## config.mk

```make
export PLATFORM = sky130hd
export DESIGN_NAME = fp_mul_rr_arb
export DESIGN_NICKNAME = d
export VERILOG_FILES = /design/src/rtl/fp_mul_arb_pkg.sv /design/src/rtl/fp_mul.sv /design/src/rtl/fp_mul_rr_grant.sv /design/src/rtl/fp_mul_rr_arb.sv
export SDC_FILE = /design/constraint.sdc
export NUM_CORES = 1
export LEC_CHECK = 0
export ABC_AREA = 0
export BUFFER_PORTS_ARGS = -buffer_cell sky130_fd_sc_hd__buf_2
export CAP_MARGIN = 20
export CELL_PAD_IN_SITES_DETAIL_PLACEMENT = 2
export CELL_PAD_IN_SITES_GLOBAL_PLACEMENT = 2
export CORE_MARGIN = 3
export CORE_UTILIZATION = 43
export DETAILED_ROUTE_END_ITERATION = 7
export GPL_TIMING_DRIVEN = 0
export HOLD_SLACK_MARGIN = 0.03
export PLACE_DENSITY = 0.92
export SYNTH_ARGS = -nofsm -noshare
export SYNTH_HDL_FRONTEND = slang
export SYNTH_HIERARCHICAL = 1
export SYNTH_SLANG_ARGS = --single-unit
```

## constraint.sdc

```tcl
create_clock -name clk -period 17.4 [get_ports clk]
set_clock_uncertainty 0.15 [all_clocks]
set_input_delay 1.74 -clock clk [delete_from_list [all_inputs] [get_ports clk]]
set_output_delay 1.74 -clock clk [all_outputs]
set_load 0.02 [all_outputs]
```

## src/rtl/fp_mul_arb_pkg.sv

```systemverilog
// fp_mul_arb_pkg: default widths, stage bundle types and helpers
// shared by the fp_mul_rr_arb arbiter slice.
package fp_mul_arb_pkg;

    localparam int NREQ_DEF = 4;
    localparam int I_DEF    = 2;
    localparam int F_DEF    = 14;
    localparam int W_DEF    = I_DEF + F_DEF;

    function automatic int idw(input int n);
        return (n > 1) ? $clog2(n) : 1;
    endfunction

    localparam int IDW_DEF = idw(NREQ_DEF);

    typedef struct packed {
        logic [W_DEF-1:0]   a;
        logic               s1;
        logic [W_DEF-1:0]   b;
        logic               s2;
        logic [IDW_DEF-1:0] id;
    } s1_t;

    typedef struct packed {
        logic [W_DEF-1:0]   c;
        logic               sign;
        logic               ovf;
        logic               unf;
        logic [IDW_DEF-1:0] id;
    } s2_t;

    function automatic logic [63:0] sat_max(input int w, input logic sgn);
        return sgn ? (64'd1 << (w - 1)) - 64'd1 : (64'd1 << w) - 64'd1;
    endfunction

    function automatic logic [63:0] sat_min(input int w, input logic sgn);
        return sgn ? ~((64'd1 << (w - 1)) - 64'd1) : 64'd0;
    endfunction

endpackage

```

## src/rtl/fp_mul.sv

```systemverilog
// fp_mul: combinational Qi.f multiplier with per-operand sign flags.
// Product is floor-truncated to Qi3.f3; sign = s1|s2.
module fp_mul #(
    parameter int i1 = 2,
    parameter int f1 = 14,
    parameter int i2 = 2,
    parameter int f2 = 14,
    parameter int i3 = 2,
    parameter int f3 = 14
) (
    input  logic [i1+f1-1:0] a_i,
    input  logic             s1_i,
    input  logic [i2+f2-1:0] b_i,
    input  logic             s2_i,
    output logic [i3+f3-1:0] c_o,
    output logic             sign_o,
    output logic             ovf_o,
    output logic             unf_o
);
    localparam int W1 = i1 + f1;
    localparam int W2 = i2 + f2;
    localparam int W3 = i3 + f3;
    localparam int SH = f1 + f2 - f3;
    localparam int LS = (SH < 0) ? -SH : 0;
    localparam int RS = (SH > 0) ? SH : 0;
    localparam int XW = W1 + W2 + 2;
    localparam int PW = XW + LS;

    localparam logic signed [PW-1:0] MAXS =
        $signed({{(PW-W3+1){1'b0}}, {(W3-1){1'b1}}});
    localparam logic signed [PW-1:0] MINS =
        $signed({{(PW-W3+1){1'b1}}, {(W3-1){1'b0}}});
    localparam logic signed [PW-1:0] MAXU =
        $signed({{(PW-W3){1'b0}}, {W3{1'b1}}});

    logic signed [XW-1:0] xa;
    logic signed [XW-1:0] xb;
    logic signed [XW-1:0] prod;
    logic signed [PW-1:0] pe;
    logic signed [PW-1:0] q;

    // widen so the product is exact before re-scaling
    assign xa = $signed({{(W2+1){s1_i & a_i[W1-1]}}, a_i});
    assign xb = $signed({{(W1+1){s2_i & b_i[W2-1]}}, b_i});
    assign prod = xa * xb;
    assign pe = PW'(prod);
    assign q = (pe <<< LS) >>> RS;

    assign sign_o = s1_i | s2_i;
    assign c_o = q[W3-1:0];
    assign ovf_o = sign_o ? (q > MAXS) : (q > MAXU);
    assign unf_o = sign_o ? (q < MINS) : q[PW-1];

endmodule

```

## src/rtl/fp_mul_rr_grant.sv

```systemverilog
// fp_mul_rr_grant: combinational round-robin pick, scanning
// upward from ptr_i with wrap at NREQ-1.
module fp_mul_rr_grant #(
    parameter int NREQ = 4,
    parameter int IDW  = 2
) (
    input  logic [NREQ-1:0] req_valid_i,
    input  logic [IDW-1:0]  ptr_i,
    output logic [IDW-1:0]  grant_o,
    output logic            any_o
);
    int k;

    always_comb begin
        grant_o = '0;
        any_o = 1'b0;
        k = 0;
        for (int i = 0; i < NREQ; i++) begin
            k = int'(ptr_i) + i;
            if (k >= NREQ) k = k - NREQ;
            if (!any_o && req_valid_i[k]) begin
                grant_o = IDW'(k);
                any_o = 1'b1;
            end
        end
    end

endmodule

```

## src/rtl/fp_mul_rr_arb.sv

```systemverilog
// fp_mul_rr_arb: round-robin share of one fp_mul, two-stage pipeline.
// Define FP_MUL_ARB_SAT_EN to saturate rsp_c on overflow/underflow.
import fp_mul_arb_pkg::*;

module fp_mul_rr_arb #(
    parameter int NREQ = NREQ_DEF,
    parameter int i1   = I_DEF,
    parameter int f1   = F_DEF,
    parameter int i2   = I_DEF,
    parameter int f2   = F_DEF,
    parameter int i3   = I_DEF,
    parameter int f3   = F_DEF
) (
    input  logic                     clk,
    input  logic                     rst_n,
    input  logic [NREQ-1:0]          req_valid,
    output logic [NREQ-1:0]          req_ready,
    input  logic [NREQ*(i1+f1)-1:0]  req_a,
    input  logic [NREQ-1:0]          req_s1,
    input  logic [NREQ*(i2+f2)-1:0]  req_b,
    input  logic [NREQ-1:0]          req_s2,
    output logic                     rsp_valid,
    input  logic                     rsp_ready,
    output logic [idw(NREQ)-1:0]     rsp_id,
    output logic [i3+f3-1:0]         rsp_c,
    output logic                     rsp_sign,
    output logic                     rsp_overflow,
    output logic                     rsp_underflow
);
    localparam int IDW = idw(NREQ);
    localparam int W1  = i1 + f1;
    localparam int W2  = i2 + f2;
    localparam int W3  = i3 + f3;

    typedef struct packed {
        logic [W1-1:0]  a;
        logic           s1;
        logic [W2-1:0]  b;
        logic           s2;
        logic [IDW-1:0] id;
    } st1_t;

    typedef struct packed {
        logic [W3-1:0]  c;
        logic           sign;
        logic           ovf;
        logic           unf;
        logic [IDW-1:0] id;
    } st2_t;

    st1_t           s1_q, s1_d;
    st2_t           s2_q, s2_d;
    logic           v1_q, v1_d;
    logic           v2_q, v2_d;
    logic [IDW-1:0] ptr_q, ptr_d;

    logic [IDW-1:0] grant;
    logic           any;
    logic           ld1, ld2, accept;
    logic [W3-1:0]  mc, cap_c;
    logic           msign, movf, munf;

    fp_mul_rr_grant #(.NREQ(NREQ), .IDW(IDW)) u_grant (
        .req_valid_i (req_valid),
        .ptr_i       (ptr_q),
        .grant_o     (grant),
        .any_o       (any)
    );

    fp_mul #(
        .i1(i1), .f1(f1), .i2(i2), .f2(f2), .i3(i3), .f3(f3)
    ) u_mul (
        .a_i    (s1_q.a),
        .s1_i   (s1_q.s1),
        .b_i    (s1_q.b),
        .s2_i   (s1_q.s2),
        .c_o    (mc),
        .sign_o (msign),
        .ovf_o  (movf),
        .unf_o  (munf)
    );

    assign ld2 = v1_q & (~v2_q | rsp_ready);
    assign ld1 = ~v1_q | ld2;
    // ready stays low while reset is held, even though the pipe looks empty
    assign accept = rst_n & ld1 & any;

    always_comb begin
        req_ready = '0;
        if (accept) req_ready[grant] = 1'b1;
    end

`ifdef FP_MUL_ARB_SAT_EN
    always_comb begin
        cap_c = mc;
        if (movf) cap_c = W3'(sat_max(W3, msign));
        else if (munf) cap_c = W3'(sat_min(W3, msign));
    end
`else
    assign cap_c = mc;
`endif

    always_comb begin
        s1_d = s1_q;
        v1_d = v1_q;
        s2_d = s2_q;
        v2_d = v2_q;
        ptr_d = ptr_q;
        if (ld2) begin
            s2_d.c = cap_c;
            s2_d.sign = msign;
            s2_d.ovf = movf;
            s2_d.unf = munf;
            s2_d.id = s1_q.id;
            v2_d = 1'b1;
            v1_d = 1'b0;
        end else if (rsp_ready) begin
            v2_d = 1'b0;
        end
        if (accept) begin
            s1_d.a = req_a[int'(grant)*W1 +: W1];
            s1_d.s1 = req_s1[grant];
            s1_d.b = req_b[int'(grant)*W2 +: W2];
            s1_d.s2 = req_s2[grant];
            s1_d.id = grant;
            v1_d = 1'b1;
            if (int'(grant) == NREQ - 1) ptr_d = '0;
            else ptr_d = grant + IDW'(1);
        end
    end

    always_ff @(posedge clk or negedge rst_n) begin
        if (!rst_n) begin
            s1_q <= '0;
            v1_q <= 1'b0;
            s2_q <= '0;
            v2_q <= 1'b0;
            ptr_q <= '0;
        end else begin
            s1_q <= s1_d;
            v1_q <= v1_d;
            s2_q <= s2_d;
            v2_q <= v2_d;
            ptr_q <= ptr_d;
        end
    end

    assign rsp_valid = v2_q;
    assign rsp_id = s2_q.id;
    assign rsp_c = s2_q.c;
    assign rsp_sign = s2_q.sign;
    assign rsp_overflow = s2_q.ovf;
    assign rsp_underflow = s2_q.unf;

endmodule

```

**After elaboration in Yosys (flattened, before gate mapping)**

Cells that the tools add are included.

- Latch bits: 0
- Word-level logic and storage cells: 95
- Memories: 0
- Memory bits (writable): 0
- ROM bits: 0
- Bits in registers: 61
- Input port bits: 143

- Reduce and logical (&&, ||, !) cells: 9
- $mul: 1
- $add $sub $neg: 8
- Muxes and demuxes: 38
- Divide/modulo/power cells: 0
- Magnitude comparators: 13
- Shift-type cells: 2
- Bitwise operators: 10
- Equality and inequality tests: 1

Operators by type and width:

| cell | number |
|---|---|
| < comparator 32 x 4 -> 1 bit (second input constant) | 4 |
| two-way mux 32 bit | 4 |
| indexed part select 64 x 7 -> 16 bit | 2 |
| >= comparator 32 x 4 -> 1 bit (second input constant) | 3 |
| subtractor 32 x 4 -> 32 bit (second input constant) | 3 |
| multiplier 17 x 17 -> 34 bit | 1 |
| two-way mux 1 bit | 21 |
| greater-than comparator 20 x 16 -> 1 bit (second input constant) | 1 |
| greater-than comparator 20 x 17 -> 1 bit (second input constant) | 1 |
| < comparator 20 x 16 -> 1 bit (second input constant) | 1 |
| binary-select mux 1 bit (select 2 bit) | 6 |
| two-way mux 2 bit | 5 |
| adder 2 x 2 -> 3 bit (second input constant) | 2 |
| bitwise AND 1 bit | 5 |
| logical AND 1 bit | 4 |
| two-way mux 4 bit | 1 |
| nonzero test 2 bit | 2 |
| subtractor 2 x 3 -> 4 bit (second input constant) | 1 |
| adder 2 x 1 -> 3 bit (second input constant) | 1 |
| >= comparator 2 x 3 -> 1 bit (second input constant) | 1 |
| zero test 1 bit | 3 |
| < comparator 2 x 3 -> 1 bit (second input constant) | 1 |
| OR 1 bit | 3 |
| adder 2 x 1 -> 2 bit (second input constant) | 1 |
| 4 further kinds | 5 |

**Longest topological paths before layout**

Gate-level depths: netlist of the first run.

- Word-level depth: 20
- Depth in mapped cells: 26
- Depth with buffers taken out: 25

**By module**

The synthesis of the first run kept the hierarchy.

Modules (own cells, without submodules):

| module | sequential area each (µm²) | area an instance (µm²) | times used | cells each |
|---|---|---|---|---|
| fp_mul | 0.0 | 10505.1 | 1 | 1140 |
| fp_mul_rr_arb | 1526.5 | 3321.9 | 1 | 187 |
| fp_mul_rr_grant | 0.0 | 77.6 | 1 | 15 |

**Worst setup path before layout of the first run**

Ideal clock, no wire load.

- Path kind: reg2reg
- Start point: register s1_q[19] (netlist bit)
- End point: register s2_q (netlist bit rsp_overflow)
- Required time: 17125 ps
- Path slack: 10277 ps
- Stages on the path, launching flop included: 23
- Arrival time: 6848 ps
- Cell sequence: dfrtp_1 > and2_1 > clkbuf_1 > nand2_1 > fa_1 > inv_1 > fa_1 > fa_1 > fa_1 > fa_1 > inv_1 > fa_1 > inv_1 > ha_1 > and4_1 > o211ai_1 > a21oi_2 > o41a_1 > or4b_1 > a32o_1 > a211oi_2 > a2111oi_2 > mux2_2

- Longest elaborated chain between the ends: 4

Ends and longest elaborated chain:

| what | RTL line | RTL |
|---|---|---|
| from (decl) | fp_mul_rr_arb.sv:51 | `st1_t s1_q, s1_d;` |
| from (signal assigned) | fp_mul_rr_arb.sv:134 | `s1_q <= '0;` |
| from (signal assigned) | fp_mul_rr_arb.sv:140 | `s1_q <= s1_d;` |
| bitwise AND 1 bit | fp_mul.sv:43 | `assign xa = $signed({{(W2+1){s1_i & a_i[W1-1]}}, a_i});` |
| multiplier 17 x 17 -> 34 bit | fp_mul.sv:45 | `assign prod = xa * xb;` |
| greater-than comparator 20 x 17 -> 1 bit / greater-than comparator 20 x 16 -> 1 bit (equally long branches) | fp_mul.sv:51 | `assign ovf_o = sign_o ? (q > MAXS) : (q > MAXU);` |
| two-way mux 1 bit (*) | fp_mul.sv:51 |  |
| via movf | fp_mul_rr_arb.sv:61 | `logic msign, movf, munf;` |
| to (signal assigned) | fp_mul_rr_arb.sv:136 | `s2_q <= '0;` |
| to (signal assigned) | fp_mul_rr_arb.sv:142 | `s2_q <= s2_d;` |
| to (decl) | fp_mul_rr_arb.sv:52 | `st2_t s2_q, s2_d;` |

Mark *: on every way through the listed nets, which the timed path passes. The rest lies on a longest branch.
A chain may end at the register's enable or synchronous reset.

**Worst setup path after layout of the first run**

- Start point: register s1_q[19] (netlist bit)
- End point: register s2_q (netlist bit rsp_underflow)

- Longest elaborated chain between the ends: 4

Ends and longest elaborated chain:

| what | RTL line | RTL |
|---|---|---|
| bitwise AND 1 bit | fp_mul.sv:43 |  |
| multiplier 17 x 17 -> 34 bit | fp_mul.sv:45 |  |
| < comparator 20 x 16 -> 1 bit | fp_mul.sv:52 | `assign unf_o = sign_o ? (q < MINS) : q[PW-1];` |
| two-way mux 1 bit (*) | fp_mul.sv:52 |  |
| via munf | fp_mul_rr_arb.sv:61 |  |

Marked as above.

==> results of run 1 <==
[state kept, by name, indices dropped and copies added (netlist names)]
| register | flops |
|---|---|
| v1_q | 1 |
| rsp_overflow | 1 |
| s1_q | 36 |
| rsp_underflow | 1 |
| rsp_sign | 1 |
| rsp_id | 2 |
| rsp_c | 16 |
| ptr_q | 2 |
| rsp_valid | 1 |
[final timing paths]
check	depth (start not counted)	slack, ps	to
worst max-delay path	22	7940	rsp_underflow$_DFFE_PN0P_
worst min-delay path	1	360	rsp_c[4]$_DFFE_PN0P_
worst max register to register	22	7940	rsp_underflow$_DFFE_PN0P_
worst min register to register	1	360	rsp_c[4]$_DFFE_PN0P_
max in group asynchronous	2	15140	s1_q[22]$_DFFE_PN0P_
min in group asynchronous	1	1250	rsp_c[11]$_DFFE_PN0P_
[metrics by stage]
stage	utilization, %	hold WS (ps)	setup WS, ps	cell area, um^2	cells
after floorplan	-	299	10280	13900	1342
after global placement	48.1	315	9380	15200	1912
after detailed placement	48.1	343	8730	15300	1913
after CTS	49.2	356	8410	15600	1928
after global routing	49.2	374	7750	15600	1931
final	49.2	360	7940	15600	1934
[routing by layer]
metal / share of wire [%] / track usage (%) / vias up / wire, um
li1: - / - / 4421 / -
met1: 30 / 37.4 / 6387 / 22800
met2: 48 / 69.8 / 1098 / 36100
met3: 9.0 / 9.13 / 559 / 6870
met4: 13 / 39.1 / 0 / 10200
met5: 0 / 0 / - / 0
[layout make-up]
cell class | instances | area share [%]
multi-input cells | 911 | 70.0
flip-flops and latches | 61 | 9.78
inverters | 317 | 7.62
repair buffers | 169 | 5.52
well taps | 402 | 3.22
plain buffers | 53 | 1.68
clock buffers | 10 | 1.53
clock inverters | 5 | 0.545
diodes | 6 | 0.0962
[cells by family (layout without fill, tap and decap cells)]
| family | after synthesis | after routing | synth area share, % |
|---|---|---|---|
| buffers and inverters | 370 | 554 | 10.4 |
| and+or+nand+nor | 354 | 354 | 12.6 |
| other | 0 | 6 | 0 |
| muxes | 93 | 93 | 11.2 |
| xor gates and xnor gates | 26 | 26 | 1.64 |
| DFF | 61 | 61 | 11.0 |
| AOI/OAI and AO/OA | 58 | 58 | 3.06 |
| adders and majority gates | 380 | 380 | 50.1 |
[cell usage in the layout (no fill, tap or decap), types with 9 or more instances in the layout]
cell	n
clkbuf_16	9
and2_1	136
ha_1	85
a21oi_1	20
dfrtp_1	61
mux2_4	27
buf_2	177
xnor2_1	20
mux2_2	31
fa_1	295
nor2_1	32
nand2_1	154
mux4_2	28
clkbuf_1	38
and3_1	10
inv_1	316
[critical path: cells and delay by family, from the launching register on]
kind,cells,cell delay [ps]
adder cells (fa/ha/maj),7,4220
buffers and inverters,4,1090
AO/OA/AOI/OAI,5,1710
flip-flops,1,720
multiplexers,1,280
AND/OR/NAND/NOR,5,1160
==> results.json, run 1 <==
{
  "rows": 65,
  "slew_violations": 0,
  "dieArea_mm2": 0.0345,
  "start_util_pct": 43.8,
  "grt_pass1_vias": 14700,
  "layout.nets": 2045,
  "ios": 169,
  "synth_warnings": 6,
  "synth_seq_area_share_pct": 11.0,
  "hp-class": "reg2reg",
  "ctsRootBufferMaster": "clkbuf_16",
  "antenna_left": 0,
  "cts_sinks": 61,
  "cts_made_buffers": 9,
  "synth_largest_area_cell": "fa_1",
  "dp_hpwl_um": 49100,
  "synth_top_area_share_pct": 42.5,
  "die_y_um": 186,
  "crit_arrival_ps": 9560,
  "maxCapViolCount": 0,
  "totalWireLength_um": 76000,
  "grt_first_pass_wirelength_um": 96900,
  "r2r_start": "s1_q[19]$_DFFE_PN0P_",
  "slowest_stage": "fa_1",
  "grt_usage_pct": 39.7,
  "crit_path_start_kind": "flop",
  "fill_cells": 3281,
  "route.detailed.drc": 0,
  "postCtsHoldBufs": 0,
  "ys_seq_elements": 61,
  "crit_top_cell": "fa_1",
  "dr_total_vias": 12500,
  "antenna_found_initial": 5,
  "avgRoutedWirePerCell_um": 39.3,
  "clk_pin_slew_worst_paths_ps": 70,
  "first_pass_iters": 5,
  "synth.most_common_cell": "inv_1",
  "async_flop_share_pct": 100,
  "clockBufferDepth": 2,
  "status": "complete, no violations",
  "final-setup-viol-count": 0,
  "port-buffer-count": 168,
  "relSlewSlack_pct": 39.5,
  "grt_max_degree": 43,
  "cpPeakStageDelay_ps": 1000,
  "worst_pin_slew_ps": 907,
  "ys.flop_type": "dfrtp_1",
  "die_w_um": 186,
  "postCtsResizedCells": 0,
  "critPathLaunch": "s1_q[19]$_DFFE_PN0P_",
  "crit_path_end_kind": "flop",
  "core_mm2": 0.0317,
  "cp.required_ps": 17490,
  "synthCells": 1342,
  "worstPathMaxFanout": 10,
  "hold_viol": 0,
  "synth_area_leaders": "fa_1 42%, dfrtp_1 11%, inv_1 8.5%",
  "synth-edff-count": 0,
  "area_growth_pct": 12.2,
  "tns_ps": 0,
  "crit_chain": "and2_1 -> clkbuf_1 -> nand2_1 -> inv_1 -> fa_1 -> fa_1 -> fa_1 -> fa_1 -> fa_1 -> inv_1 -> fa_1 -> inv_1 -> ha_1 -> and4_1 -> o211ai_1 -> a21oi_2 -> o41a_1 -> o311ai_1 -> nand2_1 -> o41ai_1 -> nor4_1 -> mux2_2",
  "gr-total-overflow": 0,
  "cts_tree": "done",
  "fin_crit_sh_pct": 54.4,
  "timing.fmax_mhz": 106,
  "period_needed_ps": 9460,
  "drive_above_1_share_pct": 19.4,
  "rsz0062_at_grt": "false",
  "multiInputGateArea_mm2": 0.0109,
  "seqCellArea_mm2": 0.00153,
  "syn_area_per_cell_um2": 10.4,
  "htree_levels": 3,
  "yosysUniqueCellTypes": 55,
  "first_iter_violations": 1124,
  "viasPerCell": 6.45,
  "yosys-top-cells-count": "316 x inv_1, 295 x fa_1, 154 x nand2_1",
  "hold_start": "rsp_c[4]$_DFFE_PN0P_",
  "worstSkewPairLatency_ps": 370,
  "cts_setup_buffers": 0,
  "gp_congestion": 0.921,
  "synth_fp_nets": 1865,
  "syn-cell-area_mm2": 0.0139,
  "path_class": "reg2reg"
}
Power of run 1 is not shown: default switching activity piles up to over one toggle a cycle in this logic, so the estimate is an artifact.
==> inputs of run 2 (changes only) <==
CORE_UTILIZATION = 36   (was 43)
PLACE_DENSITY = 0.83   (was 0.92)
clock period = 8.3 ns   (was 17.4 ns; I/O delays follow)
==> run 2 against run 1 <==
Compared with the run above: core utilization decreased by 7.7 points; worst setup slack worse by 7500 ps; clock-buffer cell count unchanged; wire length fell by 33%; non-clock buffer count down 5; flip-flop and latch count unchanged; highest routed layer unchanged.
==> results.json, run 2 (same netlist as run 1, synthesis figures left out) <==
{
  "cts_tree": "done",
  "die_w_um": 203,
  "clk_pin_slew_worst_paths_ps": 60,
  "area_growth_pct": 12.9,
  "dr_total_vias": 10600,
  "reg2reg_depth": 21,
  "clockBufferDepth": 2,
  "crit_path_start_kind": "flop",
  "regMostFlops": "s1_q",
  "viasPerCell": 5.19,
  "die_y_um": 203,
  "avgRoutedWirePerCell_um": 24.9,
  "drive_above_1_share_pct": 20.9,
  "period_needed_ps": 7910,
  "totalWireLength_um": 50600,
  "first_pass_iters": 4,
  "hold_viol": 0,
  "setup_slack_ps": 391,
  "status": "complete, no violations",
  "fin_crit_sh_pct": 95.3,
  "cts_sinks": 61,
  "first_iter_violations": 578,
  "worst_pin_slew_ps": 890,
  "final_cell_mix": "316 x inv_1, 293 x fa_1, 176 x buf_2",
  "grt_max_degree": 63,
  "start_util_pct": 36.7,
  "final-setup-viol-count": 0,
  "layout.nets": 2040,
  "relSlewSlack_pct": 40.7,
  "holdPathStages": 1,
  "largest_reg_flops": 36,
  "antenna_left": 0,
  "tns_ps": 0,
  "core_mm2": 0.0378,
  "postLayoutCoreUtil_pct": 41.5,
  "rows": 71,
  "path_class": "reg2reg",
  "dieArea_mm2": 0.0410,
  "place_ws_ps": 102,
  "htree_levels": 3,
  "dp_hpwl_um": 42200,
  "route.detailed.drc": 0,
  "hp-class": "reg2reg",
  "port-buffer-count": 168,
  "gr-total-overflow": 0,
  "layout_commonest_cell": "inv_1",
  "cts_made_buffers": 9,
  "slew_violations": 0,
  "gp_congestion": 0.886,
  "fill_cells": 4175,
  "grt_usage_pct": 25.5,
  "worstPathMaxFanout": 10,
  "antenna_found_initial": 2,
  "crit_arrival_ps": 8000,
  "timing.fmax_mhz": 126,
  "crit_path_end_kind": "flop",
  "cp.required_ps": 8400,
  "worstSkewPairLatency_ps": 370,
  "ios": 169,
  "grt_pass1_vias": 13500,
  "rsz0062_at_grt": "false",
  "ctsRootBufferMaster": "clkbuf_16",
  "grt_first_pass_wirelength_um": 78500,
  "maxCapViolCount": 0
}
run 2: timing repair:
item | CTS | global route
setup endpoints to repair | 0 | 2
buffers inserted | 0 | 0
gates resized for setup | 0 | 40
endpoints found under the hold margin | 0 | 0
hold buffers | 0 | 0
run 2: routing by layer:
metal  vias to the layer above  global-route usage (%)  share of wire (%)
li1                       4410                       -                  -
met1                      5654                    27.1                 35
met2                       367                    49.6                 56
met3                       131                    2.87                3.7
met4                         0                    12.6                5.5
met5                         -                       0                  0
run 2: layout make-up:
class | instances | area, um^2 | share of cell area [%]
multi-input combinational | 911 | 10900 | 69.7
sequential | 61 | 1530 | 9.72
inverter | 317 | 1190 | 7.58
timing repair buffer | 168 | 843 | 5.37
tap | 511 | 639 | 4.07
buffer | 49 | 268 | 1.71
clock buffer | 10 | 239 | 1.52
clock inverter | 6 | 47.5 | 0.303
antenna | 1 | 2.50 | 0.0159
run 2: worst paths after layout:
| kind | start | end | slack [ps] |
|---|---|---|---|
| min in group asynchronous | rst_n | rsp_c[11]$_DFFE_PN0P_ | 410 |
| worst max-delay path | s1_q[18]$_DFFE_PN0P_ | rsp_overflow$_DFFE_PN0P_ | 390 |
| worst min register to register | rsp_c[3]$_DFFE_PN0P_ | rsp_c[3]$_DFFE_PN0P_ | 350 |
| worst min-delay path | rsp_c[3]$_DFFE_PN0P_ | rsp_c[3]$_DFFE_PN0P_ | 350 |
| max in group asynchronous | rst_n | s1_q[16]$_DFFE_PN0P_ | 6970 |
| worst max register to register | s1_q[18]$_DFFE_PN0P_ | rsp_overflow$_DFFE_PN0P_ | 390 |
run 2: critical path: stages (launching register included):
cell and delay (ps):
dfrtp_1 590, nand2_2 290, clkbuf_2 380, nor2_1 290, fa_1 470, fa_1 570
fa_1 560, fa_1 540, fa_1 540, inv_1 50, fa_1 520, inv_1 40
ha_1 350, and4_1 260, o211ai_1 110, a21oi_2 80, o41a_1 540, or4b_1 550
a32o_1 260, a211oi_2 250, a2111oi_2 80, mux2_2 290
run 2: per-stage QoR:
| stage | cells | cell area, um^2 | hold slack, ps |
|---|---|---|---|
| 2_1_floorplan | 1342 | 13900 | 299 |
| 3_3_place_gp | 2021 | 15400 | 314 |
| 3_5_place_dp | 2021 | 15400 | 344 |
| 4_1_cts | 2037 | 15700 | 358 |
| 5_1_grt | 2034 | 15700 | 376 |
| 6_report | 2034 | 15700 | 352 |
Power of run 2 is left out for the same reason.
==> inputs of run 3 (changes only) <==
CTS_BUF_LIST = sky130_fd_sc_hd__clkbuf_16   (was unset)
==> run 3 against run 2 <==
Compared with the run above: clock-buffer cell count is 1 lower; worst setup slack better by 76 ps; die area unchanged; final cell count about the same; final area barely moved; first-iteration DRC count is 0.87% lower; wire length is 0.47% lower; flip-flop and latch count stayed put; via count rose by 0.29%; core utilization about the same; fmax increased by 0.97%.
==> results.json, run 3 (same netlist as run 1, synthesis figures left out) <==
{
  "status": "complete, no violations",
  "hp-class": "reg2reg",
  "htree_levels": 3,
  "relSlewSlack_pct": 40.1,
  "port-buffer-count": 168,
  "cpPeakStageDelay_ps": 600,
  "layout_commonest_cell": "inv_1",
  "fill_cells": 4180,
  "first_pass_iters": 7,
  "dieArea_mm2": 0.0410,
  "ctsRootBufferMaster": "clkbuf_16",
  "die_w_um": 203,
  "worstSkewPairLatency_ps": 370,
  "slew_violations": 0,
  "regMostFlops": "s1_q",
  "dp_hpwl_um": 42200,
  "postCtsHoldBufs": 0,
  "die_y_um": 203,
  "avgRoutedWirePerCell_um": 24.8,
  "area_growth_pct": 12.9,
  "maxCapViolCount": 0,
  "start_util_pct": 36.7,
  "crit_chain": "nand2_2 -> clkbuf_2 -> nor2_1 -> fa_1 -> fa_1 -> fa_1 -> fa_1 -> fa_1 -> inv_1 -> fa_1 -> inv_1 -> ha_1 -> and4_1 -> o211ai_1 -> a21oi_2 -> o41a_1 -> or4b_1 -> a32o_1 -> a211oi_2 -> a2111oi_2 -> mux2_2",
  "whs_ps": 353,
  "grt_max_degree": 63,
  "ios": 169,
  "crit_top_cell": "fa_1",
  "rows": 71,
  "hold_viol": 0,
  "grt_first_pass_wirelength_um": 78000,
  "dr_total_vias": 10600,
  "crit_arrival_ps": 7920,
  "totalWireLength_um": 50400,
  "largest_reg_flops": 36,
  "clk_pin_slew_worst_paths_ps": 60,
  "clockBufferDepth": 2,
  "critical_path.top_delay_family": "adder cells",
  "viasPerCell": 5.20,
  "cp.required_ps": 8390,
  "route.detailed.drc": 0,
  "period_needed_ps": 7830,
  "fin_crit_sh_pct": 94.4,
  "drive_above_1_share_pct": 20.8,
  "grt_usage_pct": 25.4,
  "first_iter_violations": 573,
  "final-setup-viol-count": 0,
  "crit_path_start_kind": "flop",
  "cts_tree": "done",
  "cts_setup_buffers": 0,
  "final_cell_mix": "316 x inv_1, 293 x fa_1, 176 x buf_2",
  "core_mm2": 0.0378,
  "timing.fmax_mhz": 128,
  "gp_congestion": 0.886,
  "layout.nets": 2040,
  "worst_pin_slew_ps": 899,
  "cts_sinks": 61,
  "crit_path_end_kind": "flop",
  "worstPathMaxFanout": 10,
  "path_class": "reg2reg",
  "slowest_stage": "dfrtp_1",
  "cts_made_buffers": 9,
  "gr-total-overflow": 0,
  "antenna_found_initial": 3,
  "path_buf_inv": 3,
  "grt_pass1_vias": 13600,
  "antenna_left": 0
}
## run 3: changes by cell type in the layout (fill, tap and decap cells not counted)
| cell | before | now |
|---|---|---|
| a221oi_2 | 1 | 0 |
| a221oi_4 | 0 | 1 |
| clkbuf_8 | 1 | 0 |
| clkinv_1 | 0 | 1 |
| diode_2 | 1 | 3 |
| o311ai_1 | 0 | 1 |
| o311ai_2 | 1 | 0 |
## run 3: worst reg2reg max path: cells and delay by family, from the launching register on
kind / cells / cell delay, ps
adders and majority gates: 7 / 3540
muxes: 1 / 290
DFF: 1 / 600
AOI/OAI and AO/OA: 6 / 1310
buffers and inverters: 3 / 470
and+or+nand+nor: 4 / 1370
## run 3: worst paths after layout
| kind | endpoint | slack (ps) | cells after the start | from |
|---|---|---|---|---|
| setup / recovery | rsp_overflow$_DFFE_PN0P_ | 470 | 21 | s1_q[18]$_DFFE_PN0P_ |
| hold / removal | rsp_c[4]$_DFFE_PN0P_ | 350 | 1 | rsp_c[4]$_DFFE_PN0P_ |
| setup reg to reg | rsp_overflow$_DFFE_PN0P_ | 470 | 21 | s1_q[18]$_DFFE_PN0P_ |
| hold reg to reg | rsp_c[4]$_DFFE_PN0P_ | 350 | 1 | rsp_c[4]$_DFFE_PN0P_ |
| max in group asynchronous | s1_q[16]$_DFFE_PN0P_ | 6950 | 1 | rst_n |
| min in group asynchronous | rsp_c[11]$_DFFE_PN0P_ | 420 | 1 | rst_n |
## run 3: final cells by class
cell class                      count  area (um^2)  share of cell area [%]
Sequential cell                    61         1530                    9.72
Clock buffer                        9          225                    1.43
Timing Repair Buffer              168          843                    5.37
Buffer                             49          268                    1.71
Tap cell                          511          639                    4.07
Antenna cell                        3         7.51                  0.0478
Clock inverter                      7         51.3                   0.327
Inverter                          317         1190                    7.58
Multi-Input combinational cell    911        10900                    69.7
## run 3: stage by stage
step / instances / util [%] / setup TNS, ps / area [um^2] / setup slack, ps
final: 2036 / 41.5 / 0 / 15700 / 467
after global placement: 2021 / 40.7 / 0 / 15400 / 290
after floorplan: 1342 / - / 0 / 13900 / 1180
after detailed placement: 2021 / 40.7 / 0 / 15400 / 102
after CTS: 2037 / 41.4 / 0 / 15700 / 64.7
after global routing: 2035 / 41.5 / -1.95 / 15700 / -1.95
## run 3: metal layers
metal  vias up  wire length [um]  global-route usage (%)
li1       4409                 -                       -
met1      5678             17700                    26.2
met2       364             27900                    48.6
met3       142              1850                    3.96
met4         0              2920                    14.2
met5         -                 0                       0
## run 3: what timing repair did
action                                 CTS  global route
endpoints found under the hold margin    0             0
setup endpoints to repair                0             2
resized for setup                        0            39
Power of run 3 is left out for the same reason.
